[src/rtl/fir_ctrl_pkg.sv]
// Shared types and constants for the FIR coefficient controller.
package fir_ctrl_pkg;

  localparam int unsigned COEFF_W = 8;
  localparam int unsigned LANES   = 4;

  // Tap 0 at full scale, all others zero: the filter passes samples through.
  localparam logic [COEFF_W-1:0] INIT_TAP0 = 8'd127;

  typedef enum logic [2:0] {
    ST_IDLE,
    ST_LOAD,
    ST_DRAIN,
    ST_ARMED,
    ST_SETTLE
  } state_t;

endpackage

[src/rtl/fir_coeff_ctrl.sv]
// FIR coefficient controller: loads a shadow tap bank from an AXI-Stream,
// then swaps it into the active bank on a data-frame boundary.
//   s00_axis_aclk / s00_axis_aresetn : clock, async active-low reset
//   s00_axis_*                        : coefficient load stream (4 x 8-bit lanes)
//   mon_tvalid / mon_tready / mon_tlast : snoop of the FIR data-input handshake
//   force_swap                        : immediate swap request while armed
//   coeffs                            : active tap bank
//   settled, swap_count               : settle status and swap counter
//   err_pulse, err_count              : framing-error strobe and saturating count
module fir_coeff_ctrl
  import fir_ctrl_pkg::*;
#(
  parameter int unsigned NUM_COEFFS             = 64,
  parameter int unsigned C_S00_AXIS_TDATA_WIDTH = 32
) (
  input  logic                                       s00_axis_aclk,
  input  logic                                       s00_axis_aresetn,
  input  logic [C_S00_AXIS_TDATA_WIDTH-1:0]          s00_axis_tdata,
  input  logic                                       s00_axis_tvalid,
  input  logic                                       s00_axis_tlast,
  output logic                                       s00_axis_tready,
  input  logic                                       mon_tvalid,
  input  logic                                       mon_tready,
  input  logic                                       mon_tlast,
  input  logic                                       force_swap,
  output logic signed [NUM_COEFFS-1:0][COEFF_W-1:0]  coeffs,
  output logic                                       settled,
  output logic [7:0]                                 swap_count,
  output logic                                       err_pulse,
  output logic [7:0]                                 err_count
);

  localparam int unsigned BEATS    = NUM_COEFFS / LANES;
  localparam int unsigned BEAT_W   = $clog2(BEATS);
  localparam int unsigned SETTLE_W = $clog2(NUM_COEFFS + 1);
  localparam int unsigned IDX_W    = $clog2(NUM_COEFFS);

  state_t                state_q, state_d;
  logic [BEAT_W-1:0]     beat_q, beat_d;
  logic [SETTLE_W-1:0]   settle_q, settle_d;
  logic [COEFF_W-1:0]    shadow_q [NUM_COEFFS];

  logic                  beat_hs;
  logic                  mon_hs;
  logic                  shadow_we;
  logic                  swap;
  logic                  err;
  logic                  settle_done;

  assign beat_hs = s00_axis_tvalid & s00_axis_tready;
  assign mon_hs  = mon_tvalid & mon_tready;

  // Next-state and control decode.
  always_comb begin
    state_d     = state_q;
    beat_d      = beat_q;
    settle_d    = settle_q;
    shadow_we   = 1'b0;
    swap        = 1'b0;
    err         = 1'b0;
    settle_done = 1'b0;
    case (state_q)
      ST_IDLE: begin
        if (beat_hs) begin
          shadow_we = 1'b1;
          if (s00_axis_tlast) begin
            err = 1'b1;
          end else begin
            beat_d  = BEAT_W'(1);
            state_d = ST_LOAD;
          end
        end
      end
      ST_LOAD: begin
        if (beat_hs) begin
          shadow_we = 1'b1;
          if (beat_q == BEAT_W'(BEATS - 1)) begin
            beat_d = '0;
            if (s00_axis_tlast) begin
              state_d = ST_ARMED;
            end else begin
              // Frame longer than the bank: flush the remainder.
              err     = 1'b1;
              state_d = ST_DRAIN;
            end
          end else if (s00_axis_tlast) begin
            err     = 1'b1;
            beat_d  = '0;
            state_d = ST_IDLE;
          end else begin
            beat_d = beat_q + BEAT_W'(1);
          end
        end
      end
      ST_DRAIN: begin
        if (beat_hs && s00_axis_tlast) begin
          state_d = ST_IDLE;
        end
      end
      ST_ARMED: begin
        // A coincident data tlast and force_swap still yields one swap.
        if ((mon_hs && mon_tlast) || force_swap) begin
          swap     = 1'b1;
          settle_d = '0;
          state_d  = ST_SETTLE;
        end
      end
      ST_SETTLE: begin
        if (mon_hs) begin
          if (settle_q == SETTLE_W'(NUM_COEFFS - 1)) begin
            settle_done = 1'b1;
            settle_d    = '0;
            state_d     = ST_IDLE;
          end else begin
            settle_d = settle_q + SETTLE_W'(1);
          end
        end
      end
      default: begin
        state_d = ST_IDLE;
        beat_d  = '0;
      end
    endcase
  end

  // State, counters and stream ready.
  always_ff @(posedge s00_axis_aclk or negedge s00_axis_aresetn) begin
    if (!s00_axis_aresetn) begin
      state_q         <= ST_IDLE;
      beat_q          <= '0;
      settle_q        <= '0;
      s00_axis_tready <= 1'b1;
      settled         <= 1'b1;
      swap_count      <= '0;
      err_pulse       <= 1'b0;
      err_count       <= '0;
    end else begin
      state_q         <= state_d;
      beat_q          <= beat_d;
      settle_q        <= settle_d;
      s00_axis_tready <= (state_d == ST_IDLE) || (state_d == ST_LOAD) ||
                         (state_d == ST_DRAIN);
      err_pulse       <= err;
      if (err && (err_count != 8'hFF)) begin
        err_count <= err_count + 8'd1;
      end
      if (swap) begin
        swap_count <= swap_count + 8'd1;
        settled    <= 1'b0;
      end else if (settle_done) begin
        settled <= 1'b1;
      end
    end
  end

  // Shadow bank: each accepted load beat fills four consecutive taps.
  always_ff @(posedge s00_axis_aclk or negedge s00_axis_aresetn) begin
    if (!s00_axis_aresetn) begin
      for (int i = 0; i < NUM_COEFFS; i++) begin
        shadow_q[i] <= '0;
      end
    end else if (shadow_we) begin
      for (int k = 0; k < LANES; k++) begin
        shadow_q[IDX_W'(int'(beat_q) * LANES + k)] <=
          s00_axis_tdata[k*COEFF_W +: COEFF_W];
      end
    end
  end

  // Active bank: changes only on a swap or reset.
  always_ff @(posedge s00_axis_aclk or negedge s00_axis_aresetn) begin
    if (!s00_axis_aresetn) begin
      coeffs    <= '0;
      coeffs[0] <= INIT_TAP0;
    end else if (swap) begin
      for (int i = 0; i < NUM_COEFFS; i++) begin
        coeffs[i] <= shadow_q[i];
      end
    end
  end

endmodule

[config.mk]
export PLATFORM = sky130hd
export DESIGN_NAME = fir_coeff_ctrl
export DESIGN_NICKNAME = d
export VERILOG_FILES = /design/src/rtl/fir_ctrl_pkg.sv /design/src/rtl/fir_coeff_ctrl.sv
export SDC_FILE = /design/constraint.sdc
export NUM_CORES = 2
export LEC_CHECK = 0
export ABC_AREA = 1
export CAP_MARGIN = 30
export CORE_ASPECT_RATIO = 1.1
export CORE_UTILIZATION = 43
export DETAILED_ROUTE_END_ITERATION = 8
export PLACE_DENSITY = 0.74
export SLEW_MARGIN = 20
export SYNTH_ARGS = -nofsm -noshare
export SYNTH_HDL_FRONTEND = slang
export SYNTH_SLANG_ARGS = --single-unit
[constraint.sdc]
create_clock -name s00_axis_aclk -period 2.1 [get_ports s00_axis_aclk]
set_clock_uncertainty 0.2 [all_clocks]
set_input_delay 0.315 -clock s00_axis_aclk [delete_from_list [all_inputs] [get_ports s00_axis_aclk]]
set_output_delay 0.315 -clock s00_axis_aclk [all_outputs]
set_load 0.1 [all_outputs]
==> metrics.md <==
| Metric | Value |
|---|---|
| Syn. warnings | `0` |
| Yosys cell types | `35` |
| Setup ws final | `0.0235 ns` |
| CTS root buf | `clkbuf_16` |
| Vias per Instance | `5.23` |
| LEAKAGE | `27.1 nW` |
| Mapped Nets | `4172` |
| Final Total Pwr | `0.0406 W` |
| Slew margin rel. | `0.520` |
| Routability Congestion | `0.850` |
| Final Instance Count excl. Fillers | `6027` |
| Top post-synthesis cells by area | `dfrtp_1, nand2_1, o21ai_0` |
| Yosys top cell by area | `dfrtp_1` |
| HPWL Detailed | `79500 um` |
| Post-Syn Area | `0.0396 sq mm` |
| Starting density of the core | `0.434` |
| Register area share after synthesis | `0.669` |
| Pins Over Slew Limit | `0` |
| Number of port buffers | `570` |
| Worst setup SP type | `flop` |
| Detail Route Antenna Nets | `0` |
| Crit path max fanout | `8` |
| DR vias | `31500` |
| Initial antenna violation count | `11` |
| Met1 Use GR | `0.363` |
| Hold Vio Cnt, Final | `0` |
| Syn-to-layout area delta | `27.4%` |
| Power density over the cells | `805 mW/mm^2` |
| Met3 Usage GRT | `0.0477` |
| Vias in the first global route | `30300` |
| Type of the worst setup path | `flop to flop` |
| Gr ovfl total | `0` |
| VDD IR-drop max | `0.550 mV` |
| Number of synthesized register bits | `between 1000 and 1500` |
| Setup crit end kind | `flop` |
| Synth top area share | `0.663` |
| Outcome | `completed` |
| Max_cap viols | `0` |
| Setup TNS | `0 ns` |
| Routed len/inst | `20.6 um` |
| Share of layout cells above drive strength 1 | `0.202` |
| Core Box Area | `0.0911 sq mm` |
| Final #Nets | `a little under 5000` |
| Die Span X | `between 200 and 300 um` |
| Min Tclk post-route | `2.08 ns` |
| # setup viols final | `0` |
| First-pass GRT wire length | `187000 um` |
| WP data arrival | `2.42 ns` |
| Pin count of the biggest net entering global routing | `99` |
| Register clock-pin slew on the reported worst setup and hold paths | `0.06 ns` |
| Total CTS buffers | `103` |
| CTS tree | `done` |
| Iter 0 DRT Violations | `3310` |
| RSZ-0062 raised after global routing | `yes` |
| # DRC | `0` |
| H-tree level count | `3` |
| Met2 Use GR | `0.411` |
| Period utilization | `0.989` |
| Full die area | `between 0.09 and 0.1 sq mm` |
| Row cnt | `between 100 and 150` |
| Cells after DPL | `5820` |
| Clk Latency, worst-skew pair | `roughly 0.69 ns` |
| FMAX | `0.482 GHz` |
| Maximum clock path buffer count | `3` |
| GRT Total Usage | `0.264` |
| DIE HEIGHT | `320 um` |
| First-pass iteration count of the detailed router | `6` |
| CP required | `2.44 ns` |
| IO Count | `571` |
| Syn_area_per_cell | `9.60 sq um` |
| DRT Wirelength | `between 100000 and 150000 um` |
| Hold Path Class | `flop to flop` |
| Clk sinks | `1057` |
| Slew @ Worst Pin | `around 0.72 ns` |
| Hold Worst Slack | `0.255 ns` |
| Gate Count Post-Synth | `4125` |
| GRT Max-Usage Layer | `met2` |
| Pre-CTS setup slack | `-0.198 ns` |
-- sequential cells by signal, indices dropped and copies added (netlist names) --
signal and cells:
err_count 8, coeffs 512, err_pulse 1, beat_q 4, settle_q 7, settled 1, state_q 3, shadow_q 512
s00_axis_tready 1, swap_count 8
-- cell usage in the layout, fill, tap and decap left out, drive strengths merged, types with 9 or more instances in the layout --
master and instances:
buf 730, nand2 2128, dfstp 9, nand4 25, dfrtp 1048, nor2 28, clkinv 26, inv 62
clkbuf 154, nand3 28, clkdlybuf4s50 38, o21ai 523
-- metal layers --
| layer | part of all wire | up-vias |
|---|---|---|
| met3 | 0.084 | 248 |
| met5 | 0 | - |
| met2 | 0.47 | 1472 |
| met4 | 0.042 | 0 |
| met1 | 0.41 | 15600 |
| li1 | - | 14200 |
-- per-stage QoR --
stage / cell area, sq um / utilization
after floorplan: 39600 / -
final: 50400 / 0.553
after global placement: 46800 / 0.513
after CTS: 50300 / 0.552
after global routing: 50400 / 0.553
after detailed placement: 46800 / 0.513
-- repair_timing --
item | in CTS | in global routing
setup buffers | 0 | 4
setup endpoints to repair | 0 | 3
endpoints found under the hold margin | 932 | 0
gates resized for setup | 0 | 4
hold buffers | 2 | 0
-- worst max-delay path, cell delays in order (launching register included) --
cell and delay, ns:
dfstp_4 0.66, nand2_4 0.10, nor2_8 0.14, buf_12 0.16, nand4_4 0.17, buf_12 0.20, clkbuf_16 0.17, nand2_1 0.06
o21ai_0 0.08
-- Yosys cell counts (all sizes together) --
cell	n
dfrtp	1048
and2	1
nand3	28
inv	60
nor3	2
nor2	28
dfstp	9
ha	7
o211ai	1
clkbuf	98
o21ai	523
nand4	25
nand2	2128
a21oi	4
xor2	7
xnor2	4
buf	150
nand3b	2
-- layout make-up --
class / instances / area (sq um)
Tap cell: 1180 / 1480
Timing Repair Buffer: 773 / 7130
Clock buffer: 151 / 2950
Fill cell: 7750 / 40700
Clock inverter: 42 / 523
Multi-Input combinational cell: 2760 / 11600
Antenna cell: 4 / 10.0
Inverter: 60 / 233
Sequential cell: 1057 / 26500
-- worst paths after layout --
check / start / end / slack (ns) / cells after the start
max: s00_axis_tready / shadow_q[53] / 0.02 / 8
min: shadow_q[437] / coeffs[77] / 0.26 / 2
max reg2reg: s00_axis_tready / shadow_q[53] / 0.02 / 8
min reg2reg: shadow_q[437] / coeffs[77] / 0.26 / 2
max in group asynchronous: s00_axis_aresetn / settle_q[4] / 0.29 / 3
min in group asynchronous: s00_axis_aresetn / shadow_q[438] / 0.27 / 3
-- kinds of logic (layout without fill, tap and decap cells) --
logic type      Yosys count  in the layout  synth area share
xor+xnor                 11             11           0.00243
compound gates          528            528            0.0701
buf+inv                 308           1026            0.0389
flops                  1057           1057             0.669
other cells               0              4                 0
fa+ha+maj                 7              7           0.00221
simple gates           2214           2214             0.218
-- power by group --
| group | total, W | leakage (nW) | internal [W] | switching, W |
|---|---|---|---|---|
| clock | 0.0188 | 1.68 | 0.0107 | 0.00810 |
| combinational | 0.00132 | 10.7 | 0.000340 | 0.000979 |
| sequential | 0.0205 | 14.7 | 0.0204 | 0.0000681 |
| total | 0.0406 | 27.1 | 0.0315 | 0.00915 |
(Power assumes the default switching activity.)
